File: config.mk
export PLATFORM = sky130hd
export DESIGN_NAME = bus_mux_reg_flat
export DESIGN_NICKNAME = d
export VERILOG_FILES = /design/src/rtl/bus_mux_reg_if.sv /design/src/rtl/bus_mux_reg.sv /design/src/flat_wrapper.sv
export SDC_FILE = /design/constraint.sdc
export NUM_CORES = 1
export LEC_CHECK = 0
export BUFFER_PORTS_ARGS = -buffer_cell sky130_fd_sc_hd__buf_2
export CORE_AREA = 8 8 425 427
export CTS_BUF_LIST = sky130_fd_sc_hd__clkbuf_16
export DETAILED_ROUTE_END_ITERATION = 8
export DIE_AREA = 0 0 433 435
export GPL_TIMING_DRIVEN = 0
export SLEW_MARGIN = 20
export SYNTH_ARGS = -nofsm -noshare
export SYNTH_HDL_FRONTEND = slang
export SYNTH_SLANG_ARGS = --single-unit
File: constraint.sdc
create_clock -name clk -period 3.5 [get_ports clk]
set_input_delay 0.35 -clock clk [delete_from_list [all_inputs] [get_ports clk]]
set_output_delay 0.35 -clock clk [all_outputs]
set_load 0.02 [all_outputs]
File: src/rtl/bus_mux_reg_if.sv
// rtl/bus_mux_reg_if.sv - source/bus signal bundle for the registered bus multiplexer
interface bus_mux_reg_if #(
    parameter int WIDTH   = 32,
    parameter int NUM_SRC = 32,
    parameter int SEL_W   = $clog2(NUM_SRC)
);
    logic [NUM_SRC-1:0]       src_en;
    logic [NUM_SRC*WIDTH-1:0] data_in;
    logic                     hold;
    logic                     clr_conflict;
    logic [WIDTH-1:0]         bus_out;
    logic                     bus_valid;
    logic [SEL_W-1:0]         sel_code;
    logic                     conflict;
    logic [7:0]               conflict_cnt;

    modport master (
        output src_en, data_in, hold, clr_conflict,
        input  bus_out, bus_valid, sel_code, conflict, conflict_cnt
    );

    modport slave (
        input  src_en, data_in, hold, clr_conflict,
        output bus_out, bus_valid, sel_code, conflict, conflict_cnt
    );
endinterface

File: src/rtl/bus_mux_reg.sv
// rtl/bus_mux_reg.sv - registered priority bus mux with hold and sticky multi-driver conflict counting
module bus_mux_reg #(
    parameter int WIDTH     = 32,
    parameter int NUM_SRC   = 32,
    parameter int SEL_W     = $clog2(NUM_SRC),
    parameter bit ZERO_IDLE = 1'b1
) (
    input logic          clk,
    input logic          clr,
    bus_mux_reg_if.slave bus
);
    logic               win_found;
    logic [SEL_W-1:0]   win_idx;
    logic [WIDTH-1:0]   win_data;
    logic [NUM_SRC-1:0] en_less;
    logic               multi;

    logic [WIDTH-1:0]   bus_q;
    logic               valid_q;
    logic [SEL_W-1:0]   sel_q;
    logic               conflict_q;
    logic [7:0]         cnt_q;

    // Descending scan so the lowest enabled index is the last (winning) assignment.
    always_comb begin
        win_found = 1'b0;
        win_idx   = '0;
        win_data  = '0;
        for (int i = NUM_SRC - 1; i >= 0; i--) begin
            if (bus.src_en[i]) begin
                win_found = 1'b1;
                win_idx   = SEL_W'(i);
                win_data  = bus.data_in[i*WIDTH +: WIDTH];
            end
        end
    end

    // Clearing the lowest set bit leaves something only if two or more enables are set.
    assign en_less = bus.src_en - {{(NUM_SRC-1){1'b0}}, 1'b1};
    assign multi   = |(bus.src_en & en_less);

    always_ff @(posedge clk or negedge clr) begin
        if (!clr) begin
            bus_q      <= '0;
            valid_q    <= 1'b0;
            sel_q      <= '0;
            conflict_q <= 1'b0;
            cnt_q      <= 8'd0;
        end else begin
            if (!bus.hold) begin
                valid_q <= win_found;
                sel_q   <= win_idx;
                if (win_found) begin
                    bus_q <= win_data;
                end else if (ZERO_IDLE) begin
                    bus_q <= '0;
                end
            end
            if (bus.clr_conflict) begin
                conflict_q <= 1'b0;
                cnt_q      <= 8'd0;
            end else if (!bus.hold && multi) begin
                conflict_q <= 1'b1;
                if (cnt_q != 8'hFF) begin
                    cnt_q <= cnt_q + 8'd1;
                end
            end
        end
    end

    assign bus.bus_out      = bus_q;
    assign bus.bus_valid    = valid_q;
    assign bus.sel_code     = sel_q;
    assign bus.conflict     = conflict_q;
    assign bus.conflict_cnt = cnt_q;
endmodule

File: src/flat_wrapper.sv
// flat-port wrapper written by rule: the top's interface ports become plain ports
module bus_mux_reg_flat 
#(
    parameter int WIDTH     = 32,
    parameter int NUM_SRC   = 32,
    parameter int SEL_W     = $clog2(NUM_SRC),
    parameter bit ZERO_IDLE = 1'b1
)
  (clk, clr, bus_src_en, bus_data_in, bus_hold, bus_clr_conflict, bus_bus_out, bus_bus_valid, bus_sel_code, bus_conflict, bus_conflict_cnt);
  bus_mux_reg_if #(.WIDTH(WIDTH), .NUM_SRC(NUM_SRC), .SEL_W(SEL_W)) bus_i ();
  input logic clk;
  input logic clr;
  input wire logic [$bits(bus_i.src_en)-1:0] bus_src_en;
  input wire logic [$bits(bus_i.data_in)-1:0] bus_data_in;
  input wire logic [$bits(bus_i.hold)-1:0] bus_hold;
  input wire logic [$bits(bus_i.clr_conflict)-1:0] bus_clr_conflict;
  output wire logic [$bits(bus_i.bus_out)-1:0] bus_bus_out;
  output wire logic [$bits(bus_i.bus_valid)-1:0] bus_bus_valid;
  output wire logic [$bits(bus_i.sel_code)-1:0] bus_sel_code;
  output wire logic [$bits(bus_i.conflict)-1:0] bus_conflict;
  output wire logic [$bits(bus_i.conflict_cnt)-1:0] bus_conflict_cnt;
  assign bus_i.src_en = bus_src_en;
  assign bus_i.data_in = bus_data_in;
  assign bus_i.hold = bus_hold;
  assign bus_i.clr_conflict = bus_clr_conflict;
  assign bus_bus_out = bus_i.bus_out;
  assign bus_bus_valid = bus_i.bus_valid;
  assign bus_sel_code = bus_i.sel_code;
  assign bus_conflict = bus_i.conflict;
  assign bus_conflict_cnt = bus_i.conflict_cnt;
  bus_mux_reg #(.WIDTH(WIDTH), .NUM_SRC(NUM_SRC), .SEL_W(SEL_W), .ZERO_IDLE(ZERO_IDLE)) u_core (.clk(clk), .clr(clr), .bus(bus_i));
endmodule
---- Yosys cells after proc, flatten, opt, wreduce, memory -nomap -nowiden ----
Cells that the tools add are included.
word-level totals
  register bits ........................... 47
  output and inout bits ................... 47
cells by class
  add/sub/neg operators ................... 2
  eq/ne operators ......................... 1
  mux-type cells .......................... 102
  bitwise gates (word level) .............. 1
  reduce and logical (&&, ||, !) cells .... 6
operator list
  cell                                                                   number
  32-bit two-way mux                                                     33
  5-bit two-way mux                                                      32
  1-bit two-way mux                                                      34
  32-bit AND                                                             1
  32-bit OR reduction                                                    1
  32-bit by 1-bit subtractor with 32-bit output (second input constant)  1
  8-bit two-way mux                                                      3
  8-bit by 1-bit adder with 8-bit output (second input constant)         1
  8-bit inequality test (second input constant)                          1
  2-bit nonzero test                                                     2
  2-bit AND reduction                                                    1
  1-bit logical AND                                                      1
  1-bit logical NOT                                                      1

---- Longest topological paths before layout ----
  depth in word-level cells ............... 33
  depth in mapped cells ................... 12
  mapped depth without buffers ............ 9

---- Least setup slack after synthesis ----
OpenSTA, ideal clock, no wires.
  path kind ............................... input -> register
  start ................................... input port bus_src_en[0]
  end ..................................... register u_core.cnt_q[2] (netlist: u_core.bus.conflict_cnt[2])
  library setup time ...................... 125 ps
  data arrival time ....................... 2,571 ps
  data required time ...................... 3,375 ps
  setup slack ............................. 804 ps
  stages .................................. 11
  buffers on the path ..................... 2
  path through ............................ clkbuf_1 -> nor4_4 -> and4_1 -> nand2_2 -> or3_1 -> a221oi_1 -> and4_1 -> a211o_1 -> buf_6 -> nor2_2 -> mux2_4
on the way
  longest elaborated chain between the ends .. 6
RTL lines
  what                                           line                source
  from (decl)                                    flat_wrapper.sv:13  input wire logic [$bits(bus_i.src_en)-1:0] bus_src_en;
  32-bit by 1-bit subtractor with 32-bit output  bus_mux_reg.sv:39   assign en_less = bus.src_en - {{(NUM_SRC-1){1'b0}}, 1'b1};
  32-bit AND *                                   bus_mux_reg.sv:40   assign multi = |(bus.src_en & en_less);
  32-bit OR reduction *                          bus_mux_reg.sv:40
  1-bit logical AND *                            bus_mux_reg.sv:62   end else if (!bus.hold && multi) begin
  2-bit nonzero test (no source line) *          n/a
  2-bit AND reduction (no source line) *         n/a
  to (signal assigned)                           bus_mux_reg.sv:65   cnt_q <= cnt_q + 8'd1;
  to (decl)                                      bus_mux_reg.sv:22   logic [7:0] cnt_q;
Mark *: on every way between the ends. The rest lies on a longest branch, timed or not.
A chain may end at the register's enable or synchronous reset.

---- Final worst setup path ----
  start ................................... input port bus_src_en[30]
  end ..................................... register u_core.bus_q[14] (netlist: u_core.bus.bus_out[14])
on the way
  longest elaborated chain between the ends .. 32
RTL lines
  what                                                                          line               source
  32-bit two-way mux / 1-bit two-way mux (equally long branches) (31 in a row)  bus_mux_reg.sv:30  if (bus.src_en[i]) begin
  32-bit two-way mux *                                                          bus_mux_reg.sv:53  if (win_found) begin
  to (signal assigned)                                                          bus_mux_reg.sv:54  bus_q <= win_data;
  to (decl)                                                                     bus_mux_reg.sv:18  logic [WIDTH-1:0] bus_q;
Marked as above.

==> results.md <==
* Outcome: finished with violations
* Failing checks: design-rule violations
* Largest net degree at the start of global routing at 34
* First-pass GRT wire length at about 250 mm
* Final period util at 99.76%
* Asr flop ratio synth at 100.0%
* DR iter-0 viols at about 2,700
* Top_reg_cell synth: dfrtp_1
* Highest Clock Rate at between 200 and 300 MHz
* Port bufs at 1,101
* Synth-to-Final Area Change at 95.59%
* Dpl ws at -1926 ps
* Syn Inst Count at ~1,700
* Crit path launch type: input port
* Finished Layout Cells at 5,221
* Initial cell density of the core at about 6%
* Final wirelength at 209.8 mm
* Root Buffer: clkbuf_16
* Share of the synthesized area in the top cell type at roughly 11%
* Sequential element share of the synthesized area at approximately 11%
* Initial antenna violation count at 137
* Critical path class: input port to flop
* Library cells used by synthesis at 52
* Pwr Total at around 0.0041 W
* Remaining DRCs at 5
* RSZ-0062 raised after global routing: no
* Netlist area before placement at approximately 10,000 um2
* Final Max Tran Viols at 0
* Worst slew pin tran at approximately 1100 ps
* Share of cells above drive strength 1 at between 40% and 50%
* Clock Skew at approximately 0.62 ps
* Ys Warns at 0
* Critical Path AT at roughly 3700 ps
* CTS buffer count at 5
* Crit path time final at ~3500 ps
* LEAKAGE at roughly 8.2 nW
* Max-Cap Viols at 0
* Syn avg cell area at between 6 and 7 um2
* Syn_nets at roughly 2,700
* Die height at about 440 um
* Worst-skew pair later-pin latency at between 300 and 400 ps
* Gr usage total at about a fifth
* Setup-failing EPs final at 0
* TritonCTS clock tree: done
* Vias in the first global route at roughly 22,000
* Rows at ~150
* Vias per inst at ~4.2
* Power per standard cell area at between 150 and 200 nW/um2
* Kind of end point of the critical path: flop
* Top Ports at ~1,100
* RD Place Congestion at about 1
* Dpl cells at 5,116
* NumNets Final at between 3,000 and 4,000
* Drt pass-1 iters at 9
* Die area at around 190,000 um2
* Fillers at approximately 21,000
* Drt wl/cell at 40.19 um
* Relative slew slack at roughly a quarter
* Clk buf depth at 2
* Req. time, crit path at roughly 3700 ps
* H-tree depth at 2
* Max IR drop VDD at 0.0001974 V
* Core area at between 150,000 and 200,000 um2
* Die width at ~430 um
* Final HPWL DP at 192.4 mm
* Clock sink total at 47
* Seq cells post-synth at 47
* Hold WC Path Type: input port to flop
* Top cells by area, synth: a21oi_1, o22ai_1, dfrtp_1, a221oi_1, o221ai_1
* Commonest cells in the netlist: a21oi_1, o22ai_1, clkbuf_1
* Most frequent cell after synthesis: a21oi_1
* CP Max Fanout at 10
* Worst setup margin at 8.562 ps
* DR vias at between 20,000 and 25,000
* CTS clk-pin slew, worst paths at about 100 ps
* Fin. Hold Viols at 0
* Grt ovf at 0
* EDFF count, synth at 0
* Antenna Nets Post-Route at 0
* Synth area leader: a21oi_1
==> cell usage in the layout (no fill, tap or decap), types with 6 or more instances in the layout <==
master and n:
o21ai_0 77, dfrtp_1 47, o31ai_2 30, a211oi_1 51
diode_2 98, o22ai_1 192, a222oi_1 33, a21oi_1 229
nand2_1 146, nor3_2 10, o221ai_1 96, a221oi_1 93
buf_1 9, or3_1 7, nor2b_1 34, a211oi_4 6
a211oi_2 7, a221oi_2 32, nor2_1 53, clkbuf_2 30
inv_1 71, a21oi_2 10, o31ai_1 36, or2_2 8
clkbuf_4 9, buf_4 37, nor3_1 28, buf_2 1105
clkbuf_1 146, nand3_1 40, a31oi_1 33
==> final cells by class <==
cell class	count	area, um2	area share (%)
plain buffers	200	835.8	4.076
multi-input cells	1323	9024	44.00
well taps	2325	2909	14.19
repair buffers	1143	5883	28.69
clock inverters	1	7.507	0.03661
flip-flops and latches	47	1176	5.735
inverters	79	301.5	1.470
clock buffers	5	125.1	0.6101
diodes	98	245.2	1.196
==> timing repair <==
item                                    CTS  global route
hold buffers                              1             0
endpoints found under the hold margin    14             0
endpoints found under the setup margin   42            17
resized for setup                        98            20
gates cloned                              0             0
pin swaps                                 4             3
buffers inserted                          2             0
==> metal layers <==
metal	wire length (um)	GRT usage (%)	share of wire, %	vias to the layer above
met5	166	0	0.079	-
met4	14110	11.63	6.7	24
met3	14700	3.882	7.0	385
met2	103300	36.83	49	1784
met1	77550	23.48	37	10770
li1	-	-	-	9154
==> final timing paths <==
| check | start | end | slack, ps | cells past startpoint |
|---|---|---|---|---|
| max | bus_src_en[30] | u_core.bus.bus_out[14]$_DFFE_PN0N_ | 9 | 12 |
| min | bus_data_in[63] | u_core.bus.bus_out[31]$_DFFE_PN0N_ | 350 | 3 |
| max reg2reg | u_core.bus.conflict_cnt[0]$_DFFE_PN0P_ | u_core.bus.conflict_cnt[5]$_DFFE_PN0P_ | 1280 | 8 |
| min reg2reg | u_core.bus.bus_valid$_DFFE_PN0N_ | u_core.bus.bus_valid$_DFFE_PN0N_ | 490 | 2 |
| max in group asynchronous | clr | u_core.bus.conflict_cnt[7]$_DFFE_PN0P_ | 2490 | 3 |
| min in group asynchronous | clr | u_core.bus.sel_code[4]$_DFFE_PN0N_ | 440 | 2 |
==> metrics by stage <==
step                util [%]  setup TNS, ps  cell area [um2]  hold slack (ps)
global route           11.80              0            20430            375.5
CTS                    11.65              0            20180            327.8
detailed placement     11.28         -44020            19540            249.2
floorplan                  -              0            10490            54.41
finish                 11.84              0            20510            351.8
global placement       10.91         -81440            18900            463.3
==> where the power goes <==
group	internal (W)	total, W	switching (W)
logic	0.000905	0.00284	0.00194
registers	0.000600	0.000640	0.0000396
clock network	0.000261	0.000587	0.000326
==> sequential cells by signal, indices dropped and copies added (netlist names) <==
| name | count |
|---|---|
| u_core.bus.bus_out | 32 |
| u_core.bus.conflict | 1 |
| u_core.bus.bus_valid | 1 |
| u_core.bus.sel_code | 5 |
| u_core.bus.conflict_cnt | 8 |
==> critical path, stage by stage <==
cell and delay (ps):
clkbuf_4 270, nor2b_1 80, clkbuf_2 220, clkbuf_4 260, a221oi_1 310, nor3_1 140, a211oi_2 430, o31ai_2 150
a221oi_1 560, o31ai_2 200, a21oi_1 510, o221ai_1 180
==> cell families (layout without fill, tap and decap cells) <==
kind of cell / Yosys count / after routing / share of synthesized area, %
simple gates: 358 / 358 / 16.09
compound gates: 959 / 959 / 61.92
flops: 47 / 47 / 11.22
other cells: 0 / 98 / 0
fa+ha+maj: 3 / 3 / 0.3103
xor+xnor: 1 / 1 / 0.08355
buf+inv: 281 / 1428 / 10.14
mux: 2 / 2 / 0.2386
No activity file was read; power rests on OpenSTA's default activity.
